==> config.mk <==
export PLATFORM = sky130hd
export DESIGN_NAME = fp_norm_round_pipe
export DESIGN_NICKNAME = d
export VERILOG_FILES = /design/src/rtl/fp_norm_round_pipe.sv
export SDC_FILE = /design/constraint.sdc
export NUM_CORES = 1
export LEC_CHECK = 0
export CORE_AREA = 2 2 101 103
export CTS_CLUSTER_SIZE = 25
export DETAILED_ROUTE_END_ITERATION = 16
export DIE_AREA = 0 0 103 105
export GPL_ROUTABILITY_DRIVEN = 0
export PLACE_DENSITY = 0.85
export SLEW_MARGIN = 5
export SYNTH_ARGS = -nofsm -noshare
export SYNTH_HDL_FRONTEND = slang
export SYNTH_SLANG_ARGS = --single-unit
==> constraint.sdc <==
create_clock -name clk -period 10.8 [get_ports clk]
set_clock_uncertainty 0.2 [all_clocks]
set_input_delay 2.16 -clock clk [delete_from_list [all_inputs] [get_ports clk]]
set_output_delay 2.16 -clock clk [all_outputs]
set_load 0.02 [all_outputs]
==> src/rtl/fp_norm_round_pipe.sv <==
// Normalise-and-round stage for the FP add/sub datapath.
// Stage 1 normalises the raw signed-magnitude sum (carry right-shift or
// leading-zero left-shift). Stage 2 rounds to nearest-even and packs the
// exponent, fraction and one-hot exception flags. Subnormals flush to zero.
// Ports:
//   clk, rst_n                 clock, async active-low reset
//   in_valid/in_ready          input handshake (in_ready combinational on out_ready)
//   sign_in, eff_sub           result sign, effective-subtraction flag
//   new_exponent, sum          pre-normalisation exponent, raw sum {C,H,frac,G,R,S}
//   out_valid/out_ready        output handshake
//   sign_out, updated_exponent, updated_mantissa   packed result
//   exc_in, exc_zero, exc_underflow, exc_overflow  exception flags (one-hot or zero)
module fp_norm_round_pipe #(
  parameter  int unsigned EXP_W = 8,
  parameter  int unsigned MAN_W = 23,
  localparam int unsigned SUM_W = MAN_W + 5
) (
  input  logic             clk,
  input  logic             rst_n,
  input  logic             in_valid,
  output logic             in_ready,
  input  logic             sign_in,
  input  logic             eff_sub,
  input  logic [EXP_W-1:0] new_exponent,
  input  logic [SUM_W-1:0] sum,
  output logic             out_valid,
  input  logic             out_ready,
  output logic             sign_out,
  output logic [EXP_W-1:0] updated_exponent,
  output logic [MAN_W-1:0] updated_mantissa,
  output logic             exc_in,
  output logic             exc_zero,
  output logic             exc_underflow,
  output logic             exc_overflow
);

  localparam int unsigned EXT_W = EXP_W + 1;     // exponent with headroom bit
  localparam int unsigned NRM_W = SUM_W - 1;     // hidden + fraction + GRS
  localparam int unsigned RND_W = MAN_W + 2;     // carry + hidden + fraction
  localparam int unsigned LZ_W  = $clog2(SUM_W);
  localparam logic [EXT_W-1:0] EXP_MAX = EXT_W'({EXP_W{1'b1}});

  // Leading-zero count of the hidden..sticky field; highest set bit wins.
  function automatic logic [LZ_W-1:0] lzc(input logic [NRM_W-1:0] v);
    logic [LZ_W-1:0] n;
    n = LZ_W'(NRM_W);
    for (int i = 0; i < int'(NRM_W); i++) begin
      if (v[i]) n = LZ_W'(int'(NRM_W) - 1 - i);
    end
    return n;
  endfunction

  // Pipeline registers
  logic             s1_valid_q;
  logic             s1_sign_q;
  logic [EXT_W-1:0] s1_exp_q,  s1_exp_d;
  logic [NRM_W-1:0] s1_man_q,  s1_man_d;
  logic             s1_exc_q,  s1_exc_d;
  logic             s1_zero_q, s1_zero_d;
  logic             s1_unf_q,  s1_unf_d;

  logic             out_valid_q;
  logic             sign_q;
  logic [EXP_W-1:0] exp_q,  exp_d;
  logic [MAN_W-1:0] man_q,  man_d;
  logic             exc_q,  zero_q, unf_q, ovf_q;
  logic             ovf_d;

  logic             s2_adv_c, s1_adv_c;
  logic [EXT_W-1:0] exp_ext;
  logic [LZ_W-1:0]  lz;
  logic             rnd_up;
  logic [RND_W-1:0] rnd_sum;
  logic [EXT_W-1:0] rnd_exp;

  // Flow control: each stage moves when its downstream slot is free or draining.
  assign s2_adv_c = ~out_valid_q | out_ready;
  assign s1_adv_c = ~s1_valid_q | s2_adv_c;
  assign in_ready = s1_adv_c;

  // eff_sub only qualifies how the carry bit arose upstream; no logic needs it here,
  // and the hidden bit of the rounded sum is implied by the normalised result.
  logic unused_ok;
  assign unused_ok = ^{eff_sub, rnd_sum[MAN_W]};

  // Stage 1: normalise, in priority order special > zero > carry > left shift.
  always_comb begin
    s1_exp_d  = '0;
    s1_man_d  = '0;
    s1_exc_d  = 1'b0;
    s1_zero_d = 1'b0;
    s1_unf_d  = 1'b0;
    exp_ext   = {1'b0, new_exponent};
    lz        = lzc(sum[NRM_W-1:0]);
    if (new_exponent == '0 || new_exponent == '1) begin
      s1_exc_d = 1'b1;
    end else if (sum == '0) begin
      s1_zero_d = 1'b1;
    end else if (sum[SUM_W-1]) begin
      // Right shift by one; the dropped bit folds into sticky.
      s1_man_d = {sum[SUM_W-1:2], sum[1] | sum[0]};
      s1_exp_d = exp_ext + EXT_W'(1);
    end else if (EXT_W'(lz) >= exp_ext) begin
      s1_unf_d = 1'b1;
    end else begin
      s1_man_d = sum[NRM_W-1:0] << lz;
      s1_exp_d = exp_ext - EXT_W'(lz);
    end
  end

  always_ff @(posedge clk or negedge rst_n) begin
    if (!rst_n) begin
      s1_valid_q <= 1'b0;
      s1_sign_q  <= 1'b0;
      s1_exp_q   <= '0;
      s1_man_q   <= '0;
      s1_exc_q   <= 1'b0;
      s1_zero_q  <= 1'b0;
      s1_unf_q   <= 1'b0;
    end else if (s1_adv_c) begin
      s1_valid_q <= in_valid;
      if (in_valid) begin
        s1_sign_q <= sign_in;
        s1_exp_q  <= s1_exp_d;
        s1_man_q  <= s1_man_d;
        s1_exc_q  <= s1_exc_d;
        s1_zero_q <= s1_zero_d;
        s1_unf_q  <= s1_unf_d;
      end
    end
  end

  // Stage 2: round to nearest even, then apply special encodings.
  always_comb begin
    rnd_up  = s1_man_q[2] & (s1_man_q[1] | s1_man_q[0] | s1_man_q[3]);
    rnd_sum = {1'b0, s1_man_q[NRM_W-1:3]} + RND_W'(rnd_up);
    rnd_exp = s1_exp_q + EXT_W'(rnd_sum[RND_W-1]);
    exp_d   = rnd_exp[EXP_W-1:0];
    man_d   = rnd_sum[RND_W-1] ? '0 : rnd_sum[MAN_W-1:0];
    ovf_d   = 1'b0;
    if (s1_exc_q) begin
      exp_d = '1;
      man_d = '0;
    end else if (s1_zero_q || s1_unf_q) begin
      exp_d = '0;
      man_d = '0;
    end else if (rnd_exp >= EXP_MAX) begin
      exp_d = '1;
      man_d = '0;
      ovf_d = 1'b1;
    end
  end

  always_ff @(posedge clk or negedge rst_n) begin
    if (!rst_n) begin
      out_valid_q <= 1'b0;
      sign_q      <= 1'b0;
      exp_q       <= '0;
      man_q       <= '0;
      exc_q       <= 1'b0;
      zero_q      <= 1'b0;
      unf_q       <= 1'b0;
      ovf_q       <= 1'b0;
    end else if (s2_adv_c) begin
      out_valid_q <= s1_valid_q;
      if (s1_valid_q) begin
        sign_q <= s1_sign_q;
        exp_q  <= exp_d;
        man_q  <= man_d;
        exc_q  <= s1_exc_q;
        zero_q <= s1_zero_q & ~s1_exc_q;
        unf_q  <= s1_unf_q & ~s1_exc_q & ~s1_zero_q;
        ovf_q  <= ovf_d;
      end
    end
  end

  assign out_valid        = out_valid_q;
  assign sign_out         = sign_q;
  assign updated_exponent = exp_q;
  assign updated_mantissa = man_q;
  assign exc_in           = exc_q;
  assign exc_zero         = zero_q;
  assign exc_underflow    = unf_q;
  assign exc_overflow     = ovf_q;

endmodule

==> run_results.csv <==
group,metric,value,unit
pwr,p_sw,0.3226,mW
sta,period_share,68.75,%
sta,setup_viol,0,
die,start_util,59.36,%
routing,via_per_inst,6.434,
clocking,clock_sinks,78,
routing,vias,5565,
clocking,cts_resized,0,
clocking,h-tree-depth,3,
synth,synth_seq_area_share,34.11,%
pwr,power,0.9577,mW
sta,fin_crit,7.425,ns
critical_path,cpPeakStageDelay,0.74,ns
clocking,postCtsSetupRepairBufs,0,
global_route,grt_first_pass_wirelength,25430,um
synth,synth_edf_count,0,
clocking,clkTransAtPathRegs,0.07,ns
placement,placed_cells,849,
critical_path,crit_chain,"clkdlybuf4s50_1 -> nor4_2 -> nand2_1 -> nor2_1 -> clkinv_1 -> ha_1 -> nand4_1 -> mux2i_1 -> a21oi_1 -> nor4_4 -> buf_4 -> nor2_1 -> nand2_1 -> a211oi_1 -> a221o_1",
pwr,swShare,33.68,%
critical_path,crit_cells,15,
final_layout,instances_no_fill,865,
pwr,p_per_area,141.5,nW/um^2
clocking,clockBufferDepth,2,
synth,avgSynthCellArea,8.527,sq um
critical_path,cp_top_family,"simple AND/OR/NAND/NOR gates",
critical_path,slowest_stage,"clkinv_1",
sta,rsz0062_at_grt,"no",
critical_path,r2r-start,"s1_man_q[2]",
routing,wl_per_cell,17.86,um
final_layout,regArea,1952,sq um
run_status,outcome,"finished clean",
final_layout,area_delta_synth_final,18.30,%
sta,hold_violations,0,
routing,ant_nets,0,
critical_path,reg2reg_slack,5.83,ns
clocking,clkLatencyLatePin,0.35,ns
final_layout,fin_area,6769,sq um
final_layout,nFillCells,753,
sta,max_freq,0.1347,GHz
die,rows,36,
global_route,grt_max_degree,79,
final_layout,diodes,0,
die,die_w,103,um
min_path,worstHoldPathCells,1,
synth,async_flop_share,100.0,%
synth,synth_area_leaders,"dfrtp_1 34%, mux2i_1 8.2%, nand2_1 5.1%",
pwr,leakage,2.807,nW
min_path,hp-class,"reg2reg",
critical_path,path_class,"in2reg",
die,coreArea,9639,sq um
pwr,clkPwrFrac,26.1,%
synth,ys_seq_elements,78,
critical_path,crit_start,"sum[26]",
global_route,grt_pass1_vias,5161,
routing,wirelength,15450,um
synth,synthCells,671,
sta,tns,0,ns
placement,post-dp-hpwl,11450,um
sta,worst_hold_slack,0.2822,ns
run,cap_violations,0,
critical_path,worst-path-max-fanout,17,
pwr,p_int,0.6351,mW
synth,ys.flop_type,"dfrtp_1",
synth,syn-num-nets,724,
critical_path,critPathCaptureType,"flop",
final_layout,drive_gt1_share,5.874,%
clocking,cts_hold_buf,0,
synth,yosysTopAreaCellShare,34.11,%
synth,yosys.area.top_type,"dfrtp_1",
global_route,antenna_found_initial,0,
global_route,grt_usage,29.42,%
routing,first_pass_iters,5,
final_layout,multi_input_area,3523,sq um
sta,drv_slew,0,
critical_path,startpoint_type,"input port",
synth,synth.distinct_cells,74,
synth,yosysWarnings,0,
critical_path,worstPathArrival,7.51,ns
placement,port_buffers,78,
sta,worst_pin_slew,0.9357,ns
clocking,root_buffer,"clkbuf_8",
pwr,ir_drop,0.00007652,V
die,die_area,10820,sq um
global_route,overflow,0,
placement,placed_area,6535,sq um
clocking,cts_tree,"yes",
critical_path,endpoint,"s1_man_q[14]",
routing,drc,0,
critical_path,worstPathRequired,10.89,ns
routing,drt_iter0_drc,844,
critical_path,r2r_end,"updated_mantissa[0]",
die,pin_count,80,
critical_path,worstRegToRegCells,19,
die,die_y,105,um
final_layout,nNetsFinal,780,
pwr,p_comb_share,33.2,%
pwr,seqPwrFrac,40.7,%
clocking,numCtsBuffers,9,
sta,maxSlewHeadroom,37.62,%
synth,syn-cell-area,5722,sq um
critical_path,crit_buf_inv,3,
synth_stat cells (6+ instances only):
master     n
nand4_1   11
a31oi_1    7
buf_2     11
a22oi_1   20
o21ai_0   25
xnor2_1   11
xor2_1    21
o211ai_1   6
o21ai_1   40
mux2i_1   47
nand2_1   78
a211o_1    8
a22o_1    11
dfrtp_1   78
nand3_1   16
nor2b_1    8
nor4_1    10
and2_1     7
a21oi_1   36
nor2_1    45
clkbuf_1  21
mux2_2     9
and3_1     7
ha_1      10
nor3_1    15
nand2b_1  10
inv_1     16
worst min-delay path by stage:
| stage | from | endpoint | slack, ns |
|---|---|---|---|
| after floorplan | s1_man_q[0] | s1_man_q[0] | 0.25 |
| after global placement | exc_in | exc_in | 0.26 |
| after detailed placement | s1_man_q[0] | s1_man_q[0] | 0.27 |
| after CTS | s1_man_q[0] | s1_man_q[0] | 0.29 |
| after global routing | updated_mantissa[4] | updated_mantissa[4] | 0.31 |
| final | exc_in | exc_in | 0.28 |
per-stage QoR:
stage | setup WS, ns | utilization [%]
4_1_cts | 3.606 | 70.22
5_1_grt | 3.110 | 70.22
6_report | 3.375 | 70.22
3_5_place_dp | 3.260 | 67.80
2_1_floorplan | 4.705 | -
3_3_place_gp | 3.332 | 67.80
cells by family after synthesis:
group / share of synthesized area (%)
xor gates and xnor gates: 4.898
and+or+nand+nor: 19.99
adders and majority gates: 2.537
AOI/OAI and AO/OA: 23.90
muxes: 9.993
DFF: 34.11
buffers and inverters: 4.570
flip-flops by register name (all words and copies together) (netlist names), 8 cells and up:
| name | flops |
|---|---|
| s1_exp_q | 9 |
| updated_exponent | 8 |
| updated_mantissa | 23 |
| s1_man_q | 27 |
worst reg2reg max path, stage by stage, from the launching register on:
cell	delay, ns
dfrtp_1	0.41
and2_1	0.15
ha_1	0.17
and3_1	0.21
nand3_1	0.10
nor2_1	0.25
and2_1	0.23
nand2_1	0.11
nor2_1	0.24
and3_1	0.24
ha_1	0.23
ha_1	0.25
nand3_1	0.11
xor2_1	0.18
nor3_1	0.15
nand4_1	0.11
o31ai_1	0.56
nor3_1	0.17
nand2b_1	0.57
o21ai_0	0.18
area by class of cell:
| cell class | instances | share of cell area (%) |
|---|---|---|
| inverters | 20 | 1.146 |
| repair buffers | 83 | 12.05 |
| well taps | 133 | 2.458 |
| clock inverters | 3 | 0.9612 |
| flip-flops and latches | 78 | 28.84 |
| clock buffers | 13 | 2.495 |
| multi-input cells | 535 | 52.05 |
metal layers:
layer / up-vias / global-route usage, % / share of wire (%)
met5: - / 0 / 0
met4: 0 / 10.71 / 2.9
met3: 58 / 5.284 / 8.8
met2: 310 / 43.97 / 45
met1: 2595 / 42.47 / 43
li1: 2602 / - / -
cells in the final DEF (no fill, tap or decap), types with 10 or more instances in the layout:
cell type and instances:
o21ai_1 40, nand2b_1 10, a21oi_1 36, inv_1 16
ha_1 10, nor2_1 45, dfrtp_1 78, clkbuf_8 12
xnor2_1 11, nand3_1 16, xor2_1 21, nor3_1 15
a22oi_1 20, nand2_1 78, nand4_1 11, mux2i_1 47
clkdlybuf4s50_1 77, o21ai_0 25, a22o_1 11
power groups by stage:
stage / clock, mW / sequential (mW) / combinational (mW)
5_1_grt: 0.264 / 0.397 / 0.344
2_1_floorplan: 0 / 0.419 / 0.159
3_5_place_dp: 0 / 0.395 / 0.313
3_3_place_gp: 0 / 0.391 / 0.305
4_1_cts: 0.252 / 0.389 / 0.315
6_report: 0.250 / 0.390 / 0.318
Power figures use the tool's default switching activity.
